==> config.mk <==
export PLATFORM = sky130hd
export DESIGN_NAME = mem_addr_unit
export DESIGN_NICKNAME = d
export VERILOG_FILES = /design/src/rtl/mem_addr_unit_pkg.sv /design/src/rtl/mem_counter.sv /design/src/rtl/mem_addr_unit.sv
export SDC_FILE = /design/constraint.sdc
export NUM_CORES = 1
export LEC_CHECK = 0
export CORE_MARGIN = 2
export CORE_UTILIZATION = 51
export CTS_BUF_LIST = sky130_fd_sc_hd__clkbuf_16
export DETAILED_ROUTE_END_ITERATION = 10
export PLACE_DENSITY_LB_ADDON = 0.05
export SYNTH_ARGS = -nofsm -noshare
export SYNTH_HDL_FRONTEND = slang
export SYNTH_SLANG_ARGS = --single-unit
export TNS_END_PERCENT = 10
==> constraint.sdc <==
create_clock -name i_clk -period 4.3 [get_ports i_clk]
set_input_delay 0.43 -clock i_clk [delete_from_list [all_inputs] [get_ports i_clk]]
set_output_delay 0.43 -clock i_clk [all_outputs]
set_load 0.01 [all_outputs]
==> src/rtl/mem_addr_unit_pkg.sv <==
// Shared constants for the memory address unit: stack page, register reset
// values and the instruction-register fetch slot indices.
package mem_addr_unit_pkg;

    localparam logic [7:0]  STACK_PAGE = 8'hFF;
    localparam logic [15:0] PC_RESET   = 16'h0000;
    localparam logic [7:0]  SP_RESET   = 8'h00;

    localparam logic [1:0] FETCH_OPCODE = 2'd0;
    localparam logic [1:0] FETCH_IMM_LO = 2'd1;
    localparam logic [1:0] FETCH_IMM_HI = 2'd2;

    // Fetch slot sequence opcode -> immLo -> immHi -> opcode.
    function automatic logic [1:0] next_fetch_idx(input logic [1:0] idx);
        return (idx == FETCH_IMM_HI) ? FETCH_OPCODE : idx + 2'd1;
    endfunction

endpackage

==> src/rtl/mem_counter.sv <==
// Loadable up/down counter used for both the program counter and the stack
// pointer.
// Ports:
//   clk, rst   clock and asynchronous active-high reset (to RESET_VAL)
//   en         update enable; nothing changes while low
//   load       when enabled, take load_val instead of counting
//   load_val   parallel load value
//   up         count direction when enabled and not loading (1 = +1, 0 = -1)
//   count      current value
module mem_counter #(
    parameter int               WIDTH     = 8,
    parameter logic [WIDTH-1:0] RESET_VAL = '0
) (
    input  logic             clk,
    input  logic             rst,
    input  logic             en,
    input  logic             load,
    input  logic [WIDTH-1:0] load_val,
    input  logic             up,
    output logic [WIDTH-1:0] count
);

    localparam logic [WIDTH-1:0] ONE = {{(WIDTH-1){1'b0}}, 1'b1};

    always_ff @(posedge clk or posedge rst) begin
        if (rst) begin
            count <= RESET_VAL;
        end else if (en) begin
            if (load)
                count <= load_val;
            else if (up)
                count <= count + ONE;
            else
                count <= count - ONE;
        end
    end

endmodule

==> src/rtl/mem_addr_unit.sv <==
// Memory address unit: instruction register with 3-byte fetch, program
// counter, full-descending stack pointer in page 0xFF, 16-bit memory address
// register, and the RAM address / data bus multiplexing around them.
// Ports:
//   i_clk, i_reset, i_halt     clock, async active-high reset, state freeze
//   i_bus / o_bus, o_busNOE    shared data bus in/out, low = unit drives bus
//   i_ctrl*                    control strobes (N suffix = active low)
//   o_ramAddr/Data/NWE/NOE     RAM interface, i_ramData read data
//   o_instrCode, o_imm, o_pc, o_sp, o_dbgFetchIdx   observation outputs
import mem_addr_unit_pkg::*;

module mem_addr_unit (
    input  logic        i_clk,
    input  logic        i_reset,
    input  logic        i_halt,
    input  logic [7:0]  i_bus,
    output logic [7:0]  o_bus,
    output logic        o_busNOE,
    input  logic        i_ctrlMemPCLoadN,
    input  logic        i_ctrlMemPCNEn,
    input  logic        i_ctrlMemSPNEn,
    input  logic        i_ctrlMemInstrNWE,
    input  logic        i_ctrlMemInstrNOE,
    input  logic        i_ctrlMemMar0NWE,
    input  logic        i_ctrlMemMar1NWE,
    input  logic        i_ctrlMemRamNWE,
    input  logic        i_ctrlMemRamNOE,
    input  logic        i_ctrlMemPCToRamN,
    input  logic        i_ctrlInstrFinishedN,
    input  logic        i_ctrlMemPCFromImm,
    input  logic        i_ctrlMemSPUp,
    input  logic        i_ctrlMemInstrImmToRamAddr,
    output logic [15:0] o_ramAddr,
    output logic [7:0]  o_ramData,
    input  logic [7:0]  i_ramData,
    output logic        o_ramNWE,
    output logic        o_ramNOE,
    output logic [7:0]  o_instrCode,
    output logic [15:0] o_imm,
    output logic [15:0] o_pc,
    output logic [7:0]  o_sp,
    output logic [1:0]  o_dbgFetchIdx
);

    logic [7:0]  opcode;
    logic [7:0]  imm_lo;
    logic [7:0]  imm_hi;
    logic [1:0]  fetch_idx;
    logic [7:0]  mar0;
    logic [7:0]  mar1;
    logic [15:0] mar;
    logic [15:0] imm;
    logic [15:0] pc;
    logic [7:0]  sp;
    logic [7:0]  sp_dec;

    assign mar    = {mar1, mar0};
    assign imm    = {imm_hi, imm_lo};
    assign sp_dec = sp - 8'd1;

    // Instruction register and fetch index. An instruction-finished strobe
    // restarts the fetch at the opcode slot but does not block a write.
    always_ff @(posedge i_clk or posedge i_reset) begin
        if (i_reset) begin
            opcode    <= 8'h00;
            imm_lo    <= 8'h00;
            imm_hi    <= 8'h00;
            fetch_idx <= FETCH_OPCODE;
        end else if (!i_halt) begin
            if (!i_ctrlMemInstrNWE) begin
                case (fetch_idx)
                    FETCH_OPCODE: opcode <= i_ramData;
                    FETCH_IMM_LO: imm_lo <= i_ramData;
                    default:      imm_hi <= i_ramData;
                endcase
            end
            if (!i_ctrlInstrFinishedN)
                fetch_idx <= FETCH_OPCODE;
            else if (!i_ctrlMemInstrNWE)
                fetch_idx <= next_fetch_idx(fetch_idx);
        end
    end

    always_ff @(posedge i_clk or posedge i_reset) begin
        if (i_reset) begin
            mar0 <= 8'h00;
            mar1 <= 8'h00;
        end else if (!i_halt) begin
            if (!i_ctrlMemMar0NWE)
                mar0 <= i_bus;
            if (!i_ctrlMemMar1NWE)
                mar1 <= i_bus;
        end
    end

    mem_counter #(
        .WIDTH     (16),
        .RESET_VAL (PC_RESET)
    ) u_pc (
        .clk      (i_clk),
        .rst      (i_reset),
        .en       (!i_halt && !i_ctrlMemPCNEn),
        .load     (!i_ctrlMemPCLoadN),
        .load_val (i_ctrlMemPCFromImm ? imm : mar),
        .up       (1'b1),
        .count    (pc)
    );

    // SP points at the last pushed byte: push pre-decrements, pop post-increments.
    mem_counter #(
        .WIDTH     (8),
        .RESET_VAL (SP_RESET)
    ) u_sp (
        .clk      (i_clk),
        .rst      (i_reset),
        .en       (!i_halt && !i_ctrlMemSPNEn),
        .load     (1'b0),
        .load_val (8'h00),
        .up       (i_ctrlMemSPUp),
        .count    (sp)
    );

    always_comb begin
        o_ramAddr = mar;
        if (!i_ctrlMemPCToRamN)
            o_ramAddr = pc;
        else if (!i_ctrlMemSPNEn)
            o_ramAddr = {STACK_PAGE, (i_ctrlMemSPUp ? sp : sp_dec)};
        else if (i_ctrlMemInstrImmToRamAddr)
            o_ramAddr = imm;
    end

    assign o_ramData = i_bus;
    assign o_ramNWE  = i_ctrlMemRamNWE;
    assign o_ramNOE  = i_ctrlMemRamNOE;

    assign o_bus    = !i_ctrlMemRamNOE ? i_ramData : imm_lo;
    assign o_busNOE = i_ctrlMemRamNOE & i_ctrlMemInstrNOE;

    assign o_instrCode   = opcode;
    assign o_imm         = imm;
    assign o_pc          = pc;
    assign o_sp          = sp;
    assign o_dbgFetchIdx = fetch_idx;

endmodule

==> summary.md, run 1 <==
| Metric | Value |
|---|---|
| Final Setup Violations | 0 |
| Synthesis Warnings | 0 |
| Max-slew headroom | 34.8% |
| CP Class | input pin to output pin |
| Clock sinks | 66 |
| Commonest non-fill, non-tap cell in the layout | clkdlybuf4s50_1 |
| Post-synth top area share | 42.5% |
| TritonCTS clock tree | built |
| Clock Pin Slew Worst Setup and Hold Paths | 60 ps |
| Reg-to-Reg Start | u_pc.count[0]$_DFFE_PP0P_ |
| Drt via density | 5.88 |
| R2r setup slk | 2260 ps |
| Final worst-path cycle share | 74.7% |
| Share of layout cells above drive strength 1 | 17.7% |
| Met3 Use GR | 5.31% |
| CP Capture Type | output pin |
| Core footprint | 7330 sq um |
| Inserted Clock Buffers | 9 |
| Max VDD drop | 0.000404 V |
| Syn Area/Cell | 10.4 sq um |
| Most frequent cells in the layout | clkdlybuf4s50_1 (115), dfrtp_1 (66), mux2_2 (59) |
| Top area cells in the synthesized netlist | dfrtp_1 (43%), mux2_2 (17%), mux2i_1 (5.9%) |
| Vias in the first global route | 3300 |
| Worst-skew pair later-pin latency | 330 ps |
| Clk_skew | 8.27 ps |
| Met1 global-route usage | 33.6% |
| Cell mode on critical path | clkdlybuf4s50_1 |
| Placed Cells | 558 |
| Status | finished clean |
| Synth Area in Compound Gates | 12.8% |
| Post-Layout Inst Area | 5340 sq um |
| Number of synthesized flops with an enable pin | 0 |
| GR peak layer | met2 |
| Fmax | 311 MHz |
| RSZ-0062 raised after global routing | no |
| Hold buffer count at cts | 0 |
| Post-Synth XOR/XNOR Area | 2.71% |
| Synth-to-Final Area Change | 37.4% |
| Largest net degree at the start of global routing | 40 |
| # rows | 31 |
| Initial antenna violation count | 0 |
| Mapped Cells | 373 |
| Number of gates resized after CTS | 0 |
| Final hold viol count | 0 |
| I/O pin cnt | 118 |
| Initial core utilization | 53.0% |
| Post-synthesis adder-cell area fraction | 1.61% |
| MaxCap Viol Count | 0 |
| HP Class | input pin to async pin |
| Synth cell types | 51 |
| DR WL/cell | 18.2 um |
| Post-Syn Nets | 411 |
| CTS root buf | clkbuf_16 |
| Router iterations before antenna repair | 5 |
| Setup TNS | 0 ps |
| Main synth FF type | dfrtp_1 |
| Simple-Gate Fraction of Synth Area | 12.0% |
| Final GP Congestion | 0.862 |
| Clk buf depth | 2 |
| Static Leak | 2.15 nW |
| Global-route wire length before repair | 16.9 mm |
| Fin cells | 574 |
| Die height | 91.3 um |
| N_diodes | 0 |
| Fin. max-slew vios | 0 |
| Seq/Total Area, Yosys | 42.5% |
| Number of synthesized register bits | 66 |
| R2r worst-path depth | 5 |
| Critical Path Fanout Max | 7 |
| FFs w/ async S/R, synth | 100% |
| Critical Path RT | 3870 ps |
| Critical Path, Cell by Cell | clkdlybuf4s50_1 -> or4_4 -> or3_4 -> xor2_1 -> o221ai_1 -> clkdlybuf4s50_1 |
| Routed WL | 10.5 mm |
| Worst Path Arrival | 2780 ps |
| Pwr Density | 543 nW/um^2 |
| H-Tree Depth | 3 |
| DR vias | 3374 |
| Placed Area | 5010 sq um |
| Post-synthesis mux area share | 23.0% |
| # DRC | 0 |
| HPWL Detailed | 7.76 mm |
| Final Critical Period | 3210 ps |
| Fin nets | 508 |
| Setup Buffers After CTS | 0 |
| Area leader, netlist | dfrtp_1 |
| GRT Total Usage | 25.7% |
| Buffers on Ports | 115 |
| Die W | 91.3 um |
| 1st-iter DRT viols | 265 |
| FF-to-FF End | u_pc.count[12]$_DFFE_PP0P_ |
| CP Launch Type | input pin |
| Mapped Area | 3880 sq um |
| CP max stage delay | 590 ps |
| Post-route ant nets | 0 |
| Area of the die | 8330 sq um |
| GRT overflow | 0 |
| Tot Pwr | 2.90 mW |
| Worst-margin pin slew | 976 ps |
| Largest family of logic cells by synthesized area | multiplexers |
| Slowest library cell on the worst path | or4_4 |
| GR Util met2 | 42.9% |
==> kinds of logic after synthesis <==
| kind of cell | after synthesis |
|---|---|
| AOI/OAI and AO/OA | 76 |
| muxes | 82 |
| buffers and inverters | 42 |
| DFF | 66 |
| adders and majority gates | 5 |
| xor gates and xnor gates | 12 |
| and+or+nand+nor | 90 |
==> layer usage <==
metal  part of all wire (%)  vias up
li1                       -     1562
met2                     49      170
met3                    6.8       16
met1                     43     1626
met5                      0        -
met4                    1.6        0
==> power breakdown <==
part	internal, mW	switching (mW)
Combinational	0.619	0.427
Sequential	0.788	0.258
Clock	0.511	0.293
==> worst max-delay path: cells and delay by family <==
| kind | cells | cell delay (ps) |
|---|---|---|
| AOI/OAI and AO/OA | 1 | 140 |
| xor gates and xnor gates | 1 | 140 |
| buffers and inverters | 2 | 1080 |
| and+or+nand+nor | 2 | 980 |
==> through the flow <==
stage,utilization (%),setup WS (ps),hold WS (ps)
after floorplan,-,2010,495
after global placement,68.3,1090,489
after detailed placement,68.3,1100,496
after CTS,72.8,1090,492
after global routing,72.8,1020,522
final,72.8,1090,473
==> cell type report <==
class,instances,area (sq um)
clock buffer,9,225
clock inverter,7,101
fill,514,1990
inverter,11,41.3
multi-input combinational,265,2030
sequential,66,1650
tap,99,124
timing repair buffer,117,1170
==> how the worst max path moves through the flow <==
stage | to | cells past startpoint | startpoint | slack [ps]
floorplan | o_ramAddr[7] | 5 | u_sp.count[2]$_DFFE_PP0P_ | 2010
global placement | o_ramAddr[7] | 6 | i_ctrlMemSPUp | 1090
detailed placement | o_ramAddr[7] | 6 | i_ctrlMemSPUp | 1100
CTS | o_ramAddr[7] | 6 | i_ctrlMemSPUp | 1090
global route | o_ramAddr[7] | 6 | i_ctrlMemSPUp | 1020
finish | o_ramAddr[7] | 6 | i_ctrlMemSPUp | 1090
==> cell usage after synthesis, drive strengths merged, types with 2 or more instances <==
| master | number |
|---|---|
| a21oi | 24 |
| dfrtp | 66 |
| nand2 | 23 |
| o32ai | 2 |
| and2 | 3 |
| clkbuf | 16 |
| nor4 | 7 |
| nor3 | 7 |
| a311oi | 3 |
| a211oi | 2 |
| o211ai | 4 |
| o21ai | 16 |
| nor2 | 18 |
| mux2i | 23 |
| nand2b | 6 |
| xor2 | 3 |
| or2 | 2 |
| xnor2 | 9 |
| inv | 11 |
| buf | 15 |
| and3 | 2 |
| nand3 | 7 |
| ha | 5 |
| o31ai | 2 |
| o221ai | 4 |
| nand4 | 6 |
| a221o | 3 |
| mux2 | 59 |
| nor2b | 2 |
| o22ai | 4 |
| or3 | 4 |
==> registers in the layout (all words and copies together), names as in the netlist <==
signal / count
u_pc.count: 16
imm_hi: 8
imm_lo: 8
mar0: 8
mar1: 8
o_instrCode: 8
u_sp.count: 8
o_dbgFetchIdx: 2
Note: power is estimated with default switching activity, not from simulation.
==> inputs of run 2 (changes only) <==
Settings changed: CORE_UTILIZATION 51 to 48.
Clock period 4.3 ns to 3.3 ns, I/O delays scaled along.
==> run 2 against run 1 <==
First-iteration DRC count is 40% lower; global-route usage is 1.1 points lower; sequential power is 29% higher; sequential share of layout area is 0.18 points lower; final cell count is 1.7% higher; count of clock-buffer cells in the layout stayed put; combinational power is 32% higher; via count is 1.3% lower; core utilization is 3.7 points lower; total power is 28% higher.
==> summary.md, run 2 (synthesis gave the netlist of run 1 again) <==
| Metric | Value |
|---|---|
| # DRC | 0 |
| Final Setup Violations | 0 |
| Clock Pin Slew Worst Setup and Hold Paths | 60 ps |
| GRT overflow | 0 |
| Met1 global-route usage | 31.7% |
| Critical Path, Cell by Cell | or4_4 -> or3_4 -> xor2_1 -> o221ai_1 -> clkdlybuf4s50_1 |
| Final Critical Period | 3020 ps |
| Core footprint | 7770 sq um |
| Max reg flops | 16 |
| CP max stage delay | 610 ps |
| Buffers on Ports | 115 |
| Most frequent cells in the layout | clkdlybuf4s50_1 (115), dfrtp_1 (66), mux2_2 (59) |
| Final hold viol count | 0 |
| MaxCap Viol Count | 0 |
| Met3 Use GR | 4.74% |
| Initial antenna violation count | 0 |
| Clk buf depth | 2 |
| TritonCTS clock tree | built |
| Area of the die | 8830 sq um |
| Drt via density | 5.70 |
| Hold buffer count at cts | 0 |
| # rows | 32 |
| Filler instances | 620 |
| Setup TNS | 0 ps |
| Fin cells | 584 |
| Status | finished clean |
| CP Class | register to output pin |
| DR vias | 3330 |
| HPWL Detailed | 7.88 mm |
| Largest net degree at the start of global routing | 67 |
| Post-route ant nets | 0 |
| Global-route wire length before repair | 16.6 mm |
| GR peak layer | met2 |
| Slowest library cell on the worst path | or4_4 |
| Critical Path RT | 2970 ps |
| Placed Cells | 568 |
| GRT Total Usage | 24.6% |
| Vias in the first global route | 3263 |
| CP Capture Type | output pin |
| GR Util met2 | 41.0% |
| 1st-iter DRT viols | 159 |
| RSZ-0062 raised after global routing | no |
| Critical Path Fanout Max | 9 |
| Clock sinks | 66 |
| Initial core utilization | 50.0% |
| Pwr Density | 689 nW/um^2 |
| Static Leak | 2.18 nW |
| Final Core Density | 69.1% |
| Die W | 94.0 um |
| H-Tree Depth | 3 |
| Routed WL | 10.6 mm |
| CP Launch Type | register |
| Worst Path Arrival | 2690 ps |
| I/O pin cnt | 118 |
| CTS root buf | clkbuf_16 |
| N_diodes | 0 |
| Worst-skew pair later-pin latency | 330 ps |
| Fin. max-slew vios | 0 |
| Clk_skew | 4.13 ps |
| Max VDD drop | 0.000347 V |
| DR WL/cell | 18.2 um |
| Die height | 94.0 um |
| Final worst-path cycle share | 91.5% |
| Fmax | 331 MHz |
| Crit-path leading delay family | simple AND/OR/NAND/NOR gates |
| Fin nets | 515 |
| Reg with most FFs | u_pc.count |
| Max-slew headroom | 44.0% |
| HP Class | register to register |
| Number of gates resized after CTS | 0 |
| Synth-to-Final Area Change | 38.2% |
| WP buf/inv | 1 |
| Final GP Congestion | 0.890 |
| Commonest non-fill, non-tap cell in the layout | clkdlybuf4s50_1 |
| Share of layout cells above drive strength 1 | 18.7% |
| Worst-margin pin slew | 840 ps |
| Router iterations before antenna repair | 4 |
| Inserted Clock Buffers | 9 |
| Setup Buffers After CTS | 0 |
## run 2: cell type report
| class | count | area (sq um) | area share [%] |
|---|---|---|---|
| Clock buffer | 9 | 225 | 4.20 |
| Clock inverter | 7 | 76.3 | 1.42 |
| Inverter | 11 | 41.3 | 0.769 |
| Multi-Input combinational cell | 265 | 2030 | 37.8 |
| Sequential cell | 66 | 1650 | 30.8 |
| Tap cell | 102 | 128 | 2.38 |
| Timing Repair Buffer | 124 | 1220 | 22.7 |
## run 2: through the flow
stage | hold slack, ps | total power, mW | instance area, sq um | setup slack, ps
6_report | 507 | 3.70 | 5370 | 281
5_1_grt | 524 | 3.89 | 5370 | 216
3_3_place_gp | 490 | 2.71 | 5070 | 407
3_5_place_dp | 495 | 2.74 | 5070 | 385
4_1_cts | 512 | 3.72 | 5370 | 283
2_1_floorplan | 466 | 1.98 | 3880 | 1110
## run 2: per-layer routing
metal,vias to the layer above,share of wire (%)
met2,127,49
met3,18,6.5
li1,1581,-
met4,0,1.6
met5,-,0
met1,1604,43
## run 2: power by group
group | switching [mW] | internal (mW) | total [mW]
combinational | 0.574 | 0.812 | 1.39
clock | 0.370 | 0.590 | 0.960
sequential | 0.326 | 1.03 | 1.35
total | 1.27 | 2.43 | 3.70
## run 2: final timing paths
kind | startpoint | to | slack, ps | cells past startpoint
hold / removal | o_instrCode[7]$_DFFE_PP0P_ | o_instrCode[7]$_DFFE_PP0P_ | 510 | 1
max in group asynchronous | i_reset | u_pc.count[14]$_DFFE_PP0P_ | 2180 | 3
hold reg to reg | o_instrCode[7]$_DFFE_PP0P_ | o_instrCode[7]$_DFFE_PP0P_ | 510 | 1
min in group asynchronous | i_reset | u_sp.count[0]$_DFFE_PP0P_ | 560 | 3
setup reg to reg | u_pc.count[0]$_DFFE_PP0P_ | u_pc.count[12]$_DFFE_PP0P_ | 1340 | 5
setup / recovery | u_sp.count[2]$_DFFE_PP0P_ | o_ramAddr[7] | 280 | 5
==> inputs of run 3 (changes only) <==
Settings changed: ABC_CLOCK_PERIOD_IN_PS from default to 3300.
==> results of run 3 <==
No change in the layout: final DEF, timing and power equal those of run 2.
